File: src/rtl/io_arb_pkg.sv
// Shared types and helpers for the IO command arbiter: FSM state encoding and
// a wrapping index increment used to advance the round-robin pointer.
package io_arb_pkg;

   typedef enum logic {
      ARB_IDLE   = 1'b0,
      ARB_LOCKED = 1'b1
   } arb_state_t;

   function automatic logic [31:0] wrap_inc(input logic [31:0] idx, input logic [31:0] count);
      return ((idx + 32'd1) >= count) ? 32'd0 : (idx + 32'd1);
   endfunction

endpackage

File: src/rtl/io_rr_picker.sv
// Combinational round-robin picker: finds the first set request at or after
// i_ptr, wrapping modulo REQCOUNT.
module io_rr_picker
   import io_arb_pkg::*;
#(
   parameter int REQCOUNT   = 4,
   parameter int IDBITWIDTH = $clog2(REQCOUNT)
) (
   input  logic [REQCOUNT-1:0]   i_req_vec,
   input  logic [IDBITWIDTH-1:0] i_ptr,
   output logic                  o_any,
   output logic [IDBITWIDTH-1:0] o_index
);

   localparam int SW = IDBITWIDTH + 1;

   logic [2*REQCOUNT-1:0] w_dbl;
   logic [REQCOUNT-1:0]   w_rot;
   logic [IDBITWIDTH-1:0] w_off;
   logic [SW-1:0]         w_sum;

   // Rotate so i_ptr sits at bit 0, take the lowest set bit, then rotate the index back
   always_comb begin
      w_dbl = {i_req_vec, i_req_vec};
      w_rot = REQCOUNT'(w_dbl >> i_ptr);
      w_off = '0;
      for (int k = REQCOUNT - 1; k >= 0; k--) begin
         w_off = w_rot[k] ? IDBITWIDTH'(k) : w_off;
      end
      w_sum = {1'b0, i_ptr} + {1'b0, w_off};
      if (w_sum >= SW'(REQCOUNT)) begin
         o_index = IDBITWIDTH'(w_sum - SW'(REQCOUNT));
      end else begin
         o_index = w_sum[IDBITWIDTH-1:0];
      end
      o_any = |i_req_vec;
   end

endmodule

File: src/rtl/io_command_arbiter.sv
// Round-robin arbiter sharing one IO command interface among REQCOUNT requesters;
// the grant is locked across multi-beat commands, with an optional idle timeout.
module io_command_arbiter
   import io_arb_pkg::*;
#(
   parameter int DATABITWIDTH = 16,
   parameter int REQCOUNT     = 4,
   parameter int IDBITWIDTH   = $clog2(REQCOUNT),
   parameter int LOCKTIMEOUT  = 64
) (
   input  logic                           clk,
   input  logic                           async_rst_n,
   input  logic                           clk_en,
   input  logic [REQCOUNT-1:0]            ReqACK,
   output logic [REQCOUNT-1:0]            ReqREQ,
   input  logic [REQCOUNT-1:0]            ReqLast,
   input  logic [4*REQCOUNT-1:0]          ReqMinorOpcode,
   input  logic [DATABITWIDTH*REQCOUNT-1:0] ReqDataAddr,
   input  logic [DATABITWIDTH*REQCOUNT-1:0] ReqData,
   output logic                           CommandOutACK,
   input  logic                           CommandOutREQ,
   output logic [3:0]                     MinorOpcodeOut,
   output logic [DATABITWIDTH-1:0]        DataAddrOut,
   output logic [DATABITWIDTH-1:0]        DataOut,
   output logic [IDBITWIDTH-1:0]          GrantID,
   output logic                           Locked,
   output logic                           TimeoutErr
);

   localparam int                CNTW       = (LOCKTIMEOUT > 1) ? $clog2(LOCKTIMEOUT) : 1;
   localparam logic [CNTW-1:0]   CNT_MAX    = CNTW'((LOCKTIMEOUT > 0) ? (LOCKTIMEOUT - 1) : 0);
   localparam bit                TIMEOUT_EN = (LOCKTIMEOUT != 0);

   arb_state_t            r_state;
   logic [IDBITWIDTH-1:0] r_ptr;
   logic [IDBITWIDTH-1:0] r_lock_id;
   logic [CNTW-1:0]       r_idle_cnt;
   logic                  r_timeout_err;

   logic                  w_pick_any;
   logic [IDBITWIDTH-1:0] w_pick_idx;
   logic [IDBITWIDTH-1:0] w_grant;
   logic                  w_ack;
   logic                  w_xfer;
   logic                  w_last;
   logic [31:0]           w_sel;

   io_rr_picker #(
      .REQCOUNT   (REQCOUNT),
      .IDBITWIDTH (IDBITWIDTH)
   ) u_picker (
      .i_req_vec (ReqACK),
      .i_ptr     (r_ptr),
      .o_any     (w_pick_any),
      .o_index   (w_pick_idx)
   );

   // Grant selection, handshake qualification and the zero-latency output mux
   always_comb begin
      if (!async_rst_n) begin
         w_grant = '0;
         w_ack   = 1'b0;
      end else if (r_state == ARB_LOCKED) begin
         w_grant = r_lock_id;
         w_ack   = ReqACK[r_lock_id];
      end else begin
         w_grant = w_pick_idx;
         w_ack   = w_pick_any;
      end
      w_sel  = 32'(w_grant);
      w_xfer = w_ack && CommandOutREQ && clk_en;
      w_last = ReqLast[w_grant];

      ReqREQ = '0;
      for (int i = 0; i < REQCOUNT; i++) begin
         ReqREQ[i] = w_xfer && (w_grant == IDBITWIDTH'(i));
      end

      CommandOutACK  = w_ack;
      GrantID        = w_grant;
      MinorOpcodeOut = ReqMinorOpcode[w_sel*4 +: 4];
      DataAddrOut    = ReqDataAddr[w_sel*DATABITWIDTH +: DATABITWIDTH];
      DataOut        = ReqData[w_sel*DATABITWIDTH +: DATABITWIDTH];
      Locked         = (r_state == ARB_LOCKED);
      TimeoutErr     = r_timeout_err;
   end

   // Arbitration FSM: pointer advance, lock capture, idle timeout and sticky error
   always_ff @(posedge clk or negedge async_rst_n) begin
      if (!async_rst_n) begin
         r_state       <= ARB_IDLE;
         r_ptr         <= '0;
         r_lock_id     <= '0;
         r_idle_cnt    <= '0;
         r_timeout_err <= 1'b0;
      end else if (clk_en) begin
         case (r_state)
            ARB_IDLE: begin
               if (w_xfer && w_last) begin
                  r_ptr <= IDBITWIDTH'(wrap_inc(32'(w_grant), 32'(REQCOUNT)));
               end else if (w_xfer) begin
                  r_state    <= ARB_LOCKED;
                  r_lock_id  <= w_grant;
                  r_idle_cnt <= '0;
               end else begin
                  r_state <= ARB_IDLE;
               end
            end
            ARB_LOCKED: begin
               if (w_xfer && w_last) begin
                  r_state <= ARB_IDLE;
                  r_ptr   <= IDBITWIDTH'(wrap_inc(32'(r_lock_id), 32'(REQCOUNT)));
               end else if (w_xfer) begin
                  r_idle_cnt <= '0;
               end else if (TIMEOUT_EN && (r_idle_cnt == CNT_MAX)) begin
                  // Owner went quiet too long: drop the lock so others are not starved
                  r_state       <= ARB_IDLE;
                  r_ptr         <= IDBITWIDTH'(wrap_inc(32'(r_lock_id), 32'(REQCOUNT)));
                  r_timeout_err <= 1'b1;
               end else if (TIMEOUT_EN) begin
                  r_idle_cnt <= r_idle_cnt + CNTW'(1);
               end else begin
                  r_idle_cnt <= r_idle_cnt;
               end
            end
            default: begin
               r_state <= ARB_IDLE;
            end
         endcase
      end else begin
         r_state <= r_state;
      end
   end

endmodule

File: config.mk
export PLATFORM = sky130hd
export DESIGN_NAME = io_command_arbiter
export DESIGN_NICKNAME = d
export VERILOG_FILES = /design/src/rtl/io_arb_pkg.sv /design/src/rtl/io_rr_picker.sv /design/src/rtl/io_command_arbiter.sv
export SDC_FILE = /design/constraint.sdc
export NUM_CORES = 1
export LEC_CHECK = 0
export BUFFER_PORTS_ARGS = -buffer_cell sky130_fd_sc_hd__buf_2
export CAP_MARGIN = 20
export CORE_ASPECT_RATIO = 0.6
export CORE_MARGIN = 5
export CORE_UTILIZATION = 39
export DETAILED_ROUTE_END_ITERATION = 16
export PLACE_DENSITY_LB_ADDON = 0.12
export SYNTH_ARGS = -nofsm -noshare
export SYNTH_HDL_FRONTEND = slang
export SYNTH_SLANG_ARGS = --single-unit
File: constraint.sdc
create_clock -name clk -period 4.5 [get_ports clk]
set_input_delay 0.9 -clock clk [delete_from_list [all_inputs] [get_ports clk]]
set_output_delay 0.9 -clock clk [all_outputs]
set_load 0.05 [all_outputs]
# Word-level counts from Yosys, hierarchy flattened
# Index checks and enable logic that the tools add are counted.
classes:
  shifts: 4
  n_reduce_logical: 13
  bitwise_logic: 3
  order_cmp: 5
  n_addsub: 5
  n_eq_ne: 11
  n_mux: 32
ops:
  columns: ["cell", "count"]
  rows:
  - ["variable part select 64 x 7 -> 16 bit", 2]
  - ["2-to-1 mux 6 bit", 5]
  - ["2-to-1 mux 2 bit", 13]
  - ["variable part select 16 x 5 -> 4 bit", 1]
  - ["case mux 6 bit (2 select lines)", 1]
  - ["AND reduction 5 bit", 2]
  - [">= comparator 3 bit, second input constant", 3]
  - ["2-to-1 mux 1 bit", 9]
  - ["inequality test 2 bit, second input constant", 4]
  - ["AND reduction 4 bit", 2]
  - [">> shifter 8 x 2 -> 4 bit", 1]
  - ["logical AND 1 bit", 7]
  - ["adder 2 x 1 -> 3 bit, second input constant", 2]
  - ["adder 6 x 1 -> 6 bit, second input constant", 1]
  - ["== test 6 bit, second input constant", 1]
  - ["less-than comparator 2 x 3 -> 1 bit, second input constant", 2]
  - ["binary-select mux 1 bit (select 2 bit)", 2]
  - ["== test 2 bit, second input constant", 2]
  - ["case mux 2 bit (2 select lines)", 1]
  - ["OR reduction 4 bit", 1]
  - ["adder 2 x 2 -> 3 bit", 1]
  - ["inequality test 3 x 1 -> 1 bit, second input constant", 1]
  - ["inequality test 3 x 2 -> 1 bit, second input constant", 1]
  - ["inequality test 3 bit, second input constant", 1]
  - ["other kinds (5)", 7]
word_totals:
  regBits: 12
  inputBits: 156
  elab_cells: 78

# Longest topological paths before layout
depth:
  depth_word: 15
  depth_mapped: 16

# Cells and area by module
# Synthesis repeated with hierarchy kept, for this count alone.
hier_totals:
  hier_cells: 354
  hier_area_um2: 2185.8
modules_own_cells:
  columns: ["module", "area_per_inst_um2", "seq_area_each_um2", "cells_each", "n_inst"]
  rows:
  - ["io_command_arbiter", 2024.4, 300.3, 332, 1]
  - ["io_rr_picker", 161.4, 0.0, 22, 1]

# Least setup slack after synthesis
# OpenSTA, ideal clock, no wires.
synth_path:
  path_type: "input port to output port"
  startpoint: "in ReqACK[0]"
  endpoint: "out DataAddrOut[0]"
  arrival_ns: 3.904
  required_time_ns: 3.600
  cell_stages: 13
  slack_ns: -0.304
  path_cell_list: "buf_6 > inv_1 > o21ai_0 > a21oi_1 > nor3_1 > a21oi_1 > ha_1 > mux2_2 > nand2_1 > inv_1 > clkbuf_1 > clkbuf_1 > mux2i_1"
synth_via:
  elab_chain_len: 11
  word_cells_on_any_way: 12
  classes_between: "add/sub: 2; order compare: 1; shift: 2; mux: 7"
synth_lines:
  columns: ["item", "line_no", "rtl"]
  rows:
  - ["start, declared", "io_command_arbiter.sv:14", "input logic [REQCOUNT-1:0] ReqACK,"]
  - [">> shifter 8 x 2 -> 4 bit (*)", "io_rr_picker.sv:25", "w_rot = REQCOUNT'(w_dbl >> i_ptr);"]
  - ["2-to-1 mux 2 bit (3 in a row)", "io_rr_picker.sv:28", "w_off = w_rot[k] ? IDBITWIDTH'(k) : w_off;"]
  - ["2-to-1 mux 2 bit (*)", "io_rr_picker.sv:28", null]
  - ["adder 2 x 2 -> 3 bit (*)", "io_rr_picker.sv:30", "w_sum = {1'b0, i_ptr} + {1'b0, w_off};"]
  - [">= comparator 3 bit / subtractor 2 x 1 -> 2 bit (equally long branches)", "io_rr_picker.sv:31, io_rr_picker.sv:32", null]
  - ["2-to-1 mux 2 bit (*)", "io_rr_picker.sv:31", "if (w_sum >= SW'(REQCOUNT)) begin"]
  - ["2-to-1 mux 2 bit (*)", "io_command_arbiter.sv:63", "end else if (r_state == ARB_LOCKED) begin"]
  - ["2-to-1 mux 2 bit (*)", "io_command_arbiter.sv:60", "if (!async_rst_n) begin"]
  - ["variable part select 64 x 7 -> 16 bit (*)", "io_command_arbiter.sv:82", "DataAddrOut = ReqDataAddr[w_sel*DATABITWIDTH +: DATABITWIDTH];"]
  - ["end, declared", "io_command_arbiter.sv:23", "output logic [DATABITWIDTH-1:0] DataAddrOut,"]
# Every way passes the cells marked *; elsewhere a longest branch is shown, timed or not.

# Final worst setup path
layout_path:
  startpoint: "in ReqACK[0]"
  endpoint: "out DataAddrOut[13]"
# Same word-level chain as after synthesis.

==> out/qor.json <==
{
  "yosys": {
    "netlist_top_cells_area": "mux2i_1, dfrtp_1, buf_6",
    "postSynthAreaPerCell_sq_um": 9.26,
    "synth_async_reset_ratio_pct": 100,
    "synth.cell_area_sq_um": 2220,
    "synth_edf_count": 0,
    "synthesis.instances": 240,
    "count_of_warnings_emitted_by_yosys": 0,
    "synth_top_flop_cell": "dfrtp_1",
    "ys_seq_elements": 12,
    "synth_largest_type_area_fraction_pct": 52.7,
    "nets_in_the_synthesized_netlist": 403,
    "yosysUniqueCellTypes": 39,
    "post-synth-top-area-cell": "mux2i_1",
    "synth-seq-area-share_pct": 13.5
  },
  "worst_hold_path": {
    "worstHoldPathType": "reg -> reg",
    "hold_depth": 1
  },
  "final_layout": {
    "drive_above_1_share_pct": 55.5,
    "area.growth.synth_to_final_pct": 54.8,
    "footprint_of_the_multi_input_gates_sq_um": 1880,
    "final.fill_count": 488,
    "finish.utilization_pct": 62.1,
    "antenna_cells_inserted": 0,
    "seqCellArea_sq_um": 300,
    "count_of_nets_after_finishing": 600
  },
  "clocking": {
    "clk_root_buffer_cell": "clkbuf_8",
    "clock-sinks": 12,
    "htree_depth": 1,
    "cts_hold_buf": 0,
    "cts_buffers": 3,
    "cts_tree": "done",
    "cts.path.max_buffers": 2,
    "postCtsSetupBuffers": 0,
    "cts.reportedPaths.clkPinSlew_ns": 0.06,
    "clk-insertion-delay-late_ns": 0.25
  },
  "floorplanning": {
    "chipHeight_um": 68.5,
    "site_row_count": 21,
    "design.die.area_sq_um": 7360,
    "core_area_sq_um": 5540,
    "start_util_pct": 40.1,
    "horiz_die_dim_um": 107,
    "num_io_pins": 201
  },
  "grt": {
    "overall_fraction_of_global_route_tracks_in_use_pct": 19.5,
    "first_global_vias": 2482,
    "grt_max_degree": 34,
    "antenna_found_initial": 0,
    "grt_overflow": 0,
    "grt_first_pass_wirelength_mm": 11.5
  },
  "placed_design": {
    "hpwl_mm": 6.78,
    "io_buffers": 200,
    "gp_congestion": 0.829,
    "post_place_setup_slack_ns": 0.189
  },
  "pwr": {
    "leakage_nw": 1.79,
    "power_per_cell_area_nw_per_um2": 770,
    "max-vdd-ir-drop_uv": 401
  },
  "setup_path": {
    "crit_arrival_ns": 3.36,
    "critical_path_peak_fanout": 25,
    "start_kind": "input pin",
    "worstSetupPathType": "in -> out",
    "rr_worst_depth": 14,
    "endpoint_kind": "output pin",
    "worstPathRequired_ns": 3.60
  },
  "drt": {
    "drt-wirelength-per-cell_um": 15.3,
    "route.detailed.drc": 0,
    "first_iter_violations": 91,
    "num_vias": 2597,
    "drt_first_pass_iters": 4,
    "ant_nets": 0,
    "viasPerCell": 5.03,
    "finalWirelength_mm": 7.91
  },
  "timing": {
    "rsz0062_at_grt": "false",
    "setup-tns-final_ns": 0,
    "fmax_mhz": 235,
    "finalClockSkew_ns": 0.00361,
    "fin_crit_sh_pct": 94.6,
    "report.final.setup_viol": 0,
    "finalWorstSetupSlack_ns": 0.244,
    "slew_viol_final": 0,
    "finalWorstPathRequiredPeriod_ns": 4.26,
    "final-hold-violation-count": 0,
    "transition_time_at_the_pin_with_the_least_slew_margin_ns": 0.644,
    "maxSlewHeadroom_pct": 56.7
  },
  "run_status": {
    "outcome": "finished clean"
  },
  "job": {
    "maxCapViolCount": 0
  }
}
where the power goes:
part | leakage (nW) | switching (W) | internal, W
Clock | 0.0288 | 0.0000471 | 0.0000776
Combinational | 1.61 | 0.00151 | 0.000819
Sequential | 0.151 | 0.0000564 | 0.000139
Total | 1.79 | 0.00161 | 0.00104
cell families (layout without fill, tap and decap cells):
logic type,after synthesis,after routing,share of synthesized area [%]
buffers and inverters,22,218,6.59
and+or+nand+nor,50,50,11.5
xor gates and xnor gates,3,3,1.18
adders and majority gates,7,7,3.94
AOI/OAI and AO/OA,25,25,7.49
muxes,121,121,55.7
DFF,12,12,13.5
layout make-up:
class                   count  share of cell area, %
flip-flops and latches     12                   8.73
clock buffers               4                   1.60
repair buffers            207                   31.5
well taps                  80                   2.91
multi-input cells         206                   54.5
inverters                   7                  0.764
worst paths after layout:
| kind | from | to | slack [ns] |
|---|---|---|---|
| setup reg to reg | r_ptr[1] | r_idle_cnt[1] | 1.41 |
| setup / recovery | ReqACK[0] | DataAddrOut[13] | 0.24 |
| hold / removal | TimeoutErr | TimeoutErr | 0.47 |
| hold reg to reg | TimeoutErr | TimeoutErr | 0.47 |
| max in group asynchronous | async_rst_n | TimeoutErr | 3.65 |
| min in group asynchronous | async_rst_n | r_ptr[1] | 0.57 |
cells in the mapped netlist (3+ instances only):
| master | instances |
|---|---|
| nand3_1 | 3 |
| nor2b_1 | 3 |
| ha_1 | 7 |
| buf_6 | 8 |
| nand2b_1 | 5 |
| inv_1 | 6 |
| mux2i_1 | 117 |
| clkbuf_1 | 4 |
| xor2_1 | 3 |
| o21ai_0 | 3 |
| a31oi_1 | 4 |
| nor2_1 | 11 |
| and2_1 | 5 |
| nand2_1 | 12 |
| buf_2 | 3 |
| a21oi_1 | 8 |
| dfrtp_1 | 12 |
layout by cell type (no fill, tap or decap), types with 4 or more instances in the layout:
master	netlist	final
mux2i_2	0	24
dfrtp_1	12	12
buf_2	3	200
nand2_1	12	12
nand2b_1	5	5
mux2i_1	117	93
inv_1	6	5
buf_4	0	4
a21oi_1	8	8
nor2_1	11	11
and2_1	5	5
a31oi_1	4	4
clkbuf_8	0	4
ha_1	7	7
per-layer routing:
metal	part of all wire (%)	GRT usage [%]	up-vias	routed length, um
li1	-	-	1284	-
met1	40	24.0	1193	3160
met2	50	35.1	112	3980
met3	8.8	5.28	8	696
met4	0.88	3.94	0	70
met5	0	0	-	0
through the flow:
stage | std cells | area (sq um) | total power [W] | hold WS [ns]
final | 516 | 3440 | 0.00265 | 0.474
after floorplan | 240 | 2310 | 0.00209 | 0.443
after detailed placement | 512 | 3380 | 0.00253 | 0.455
after global routing | 516 | 3440 | 0.00280 | 0.499
after global placement | 512 | 3380 | 0.00252 | 0.456
after CTS | 516 | 3440 | 0.00266 | 0.480
flip-flops by register name (all words and copies together) (netlist names):
signal and cells:
r_idle_cnt 6, r_lock_id 2, r_ptr 2, Locked 1, TimeoutErr 1
critical path: stages:
cell and delay, ns:
buf_2 0.16, inv_1 0.07, o21ai_0 0.16, a21oi_1 0.09, nor3_1 0.17, a21oi_1 0.06, ha_1 0.20, xor2_1 0.15
and4_1 0.16, o311a_4 0.33, buf_6 0.21, mux2i_1 0.16, mux2i_2 0.21, buf_2 0.31
what timing repair did:
action | in CTS | in global routing
resized for setup | 0 | 1
setup endpoints to repair | 0 | 1
hold endpoints to repair | 0 | 0
No activity file was read; power rests on OpenSTA's default activity.
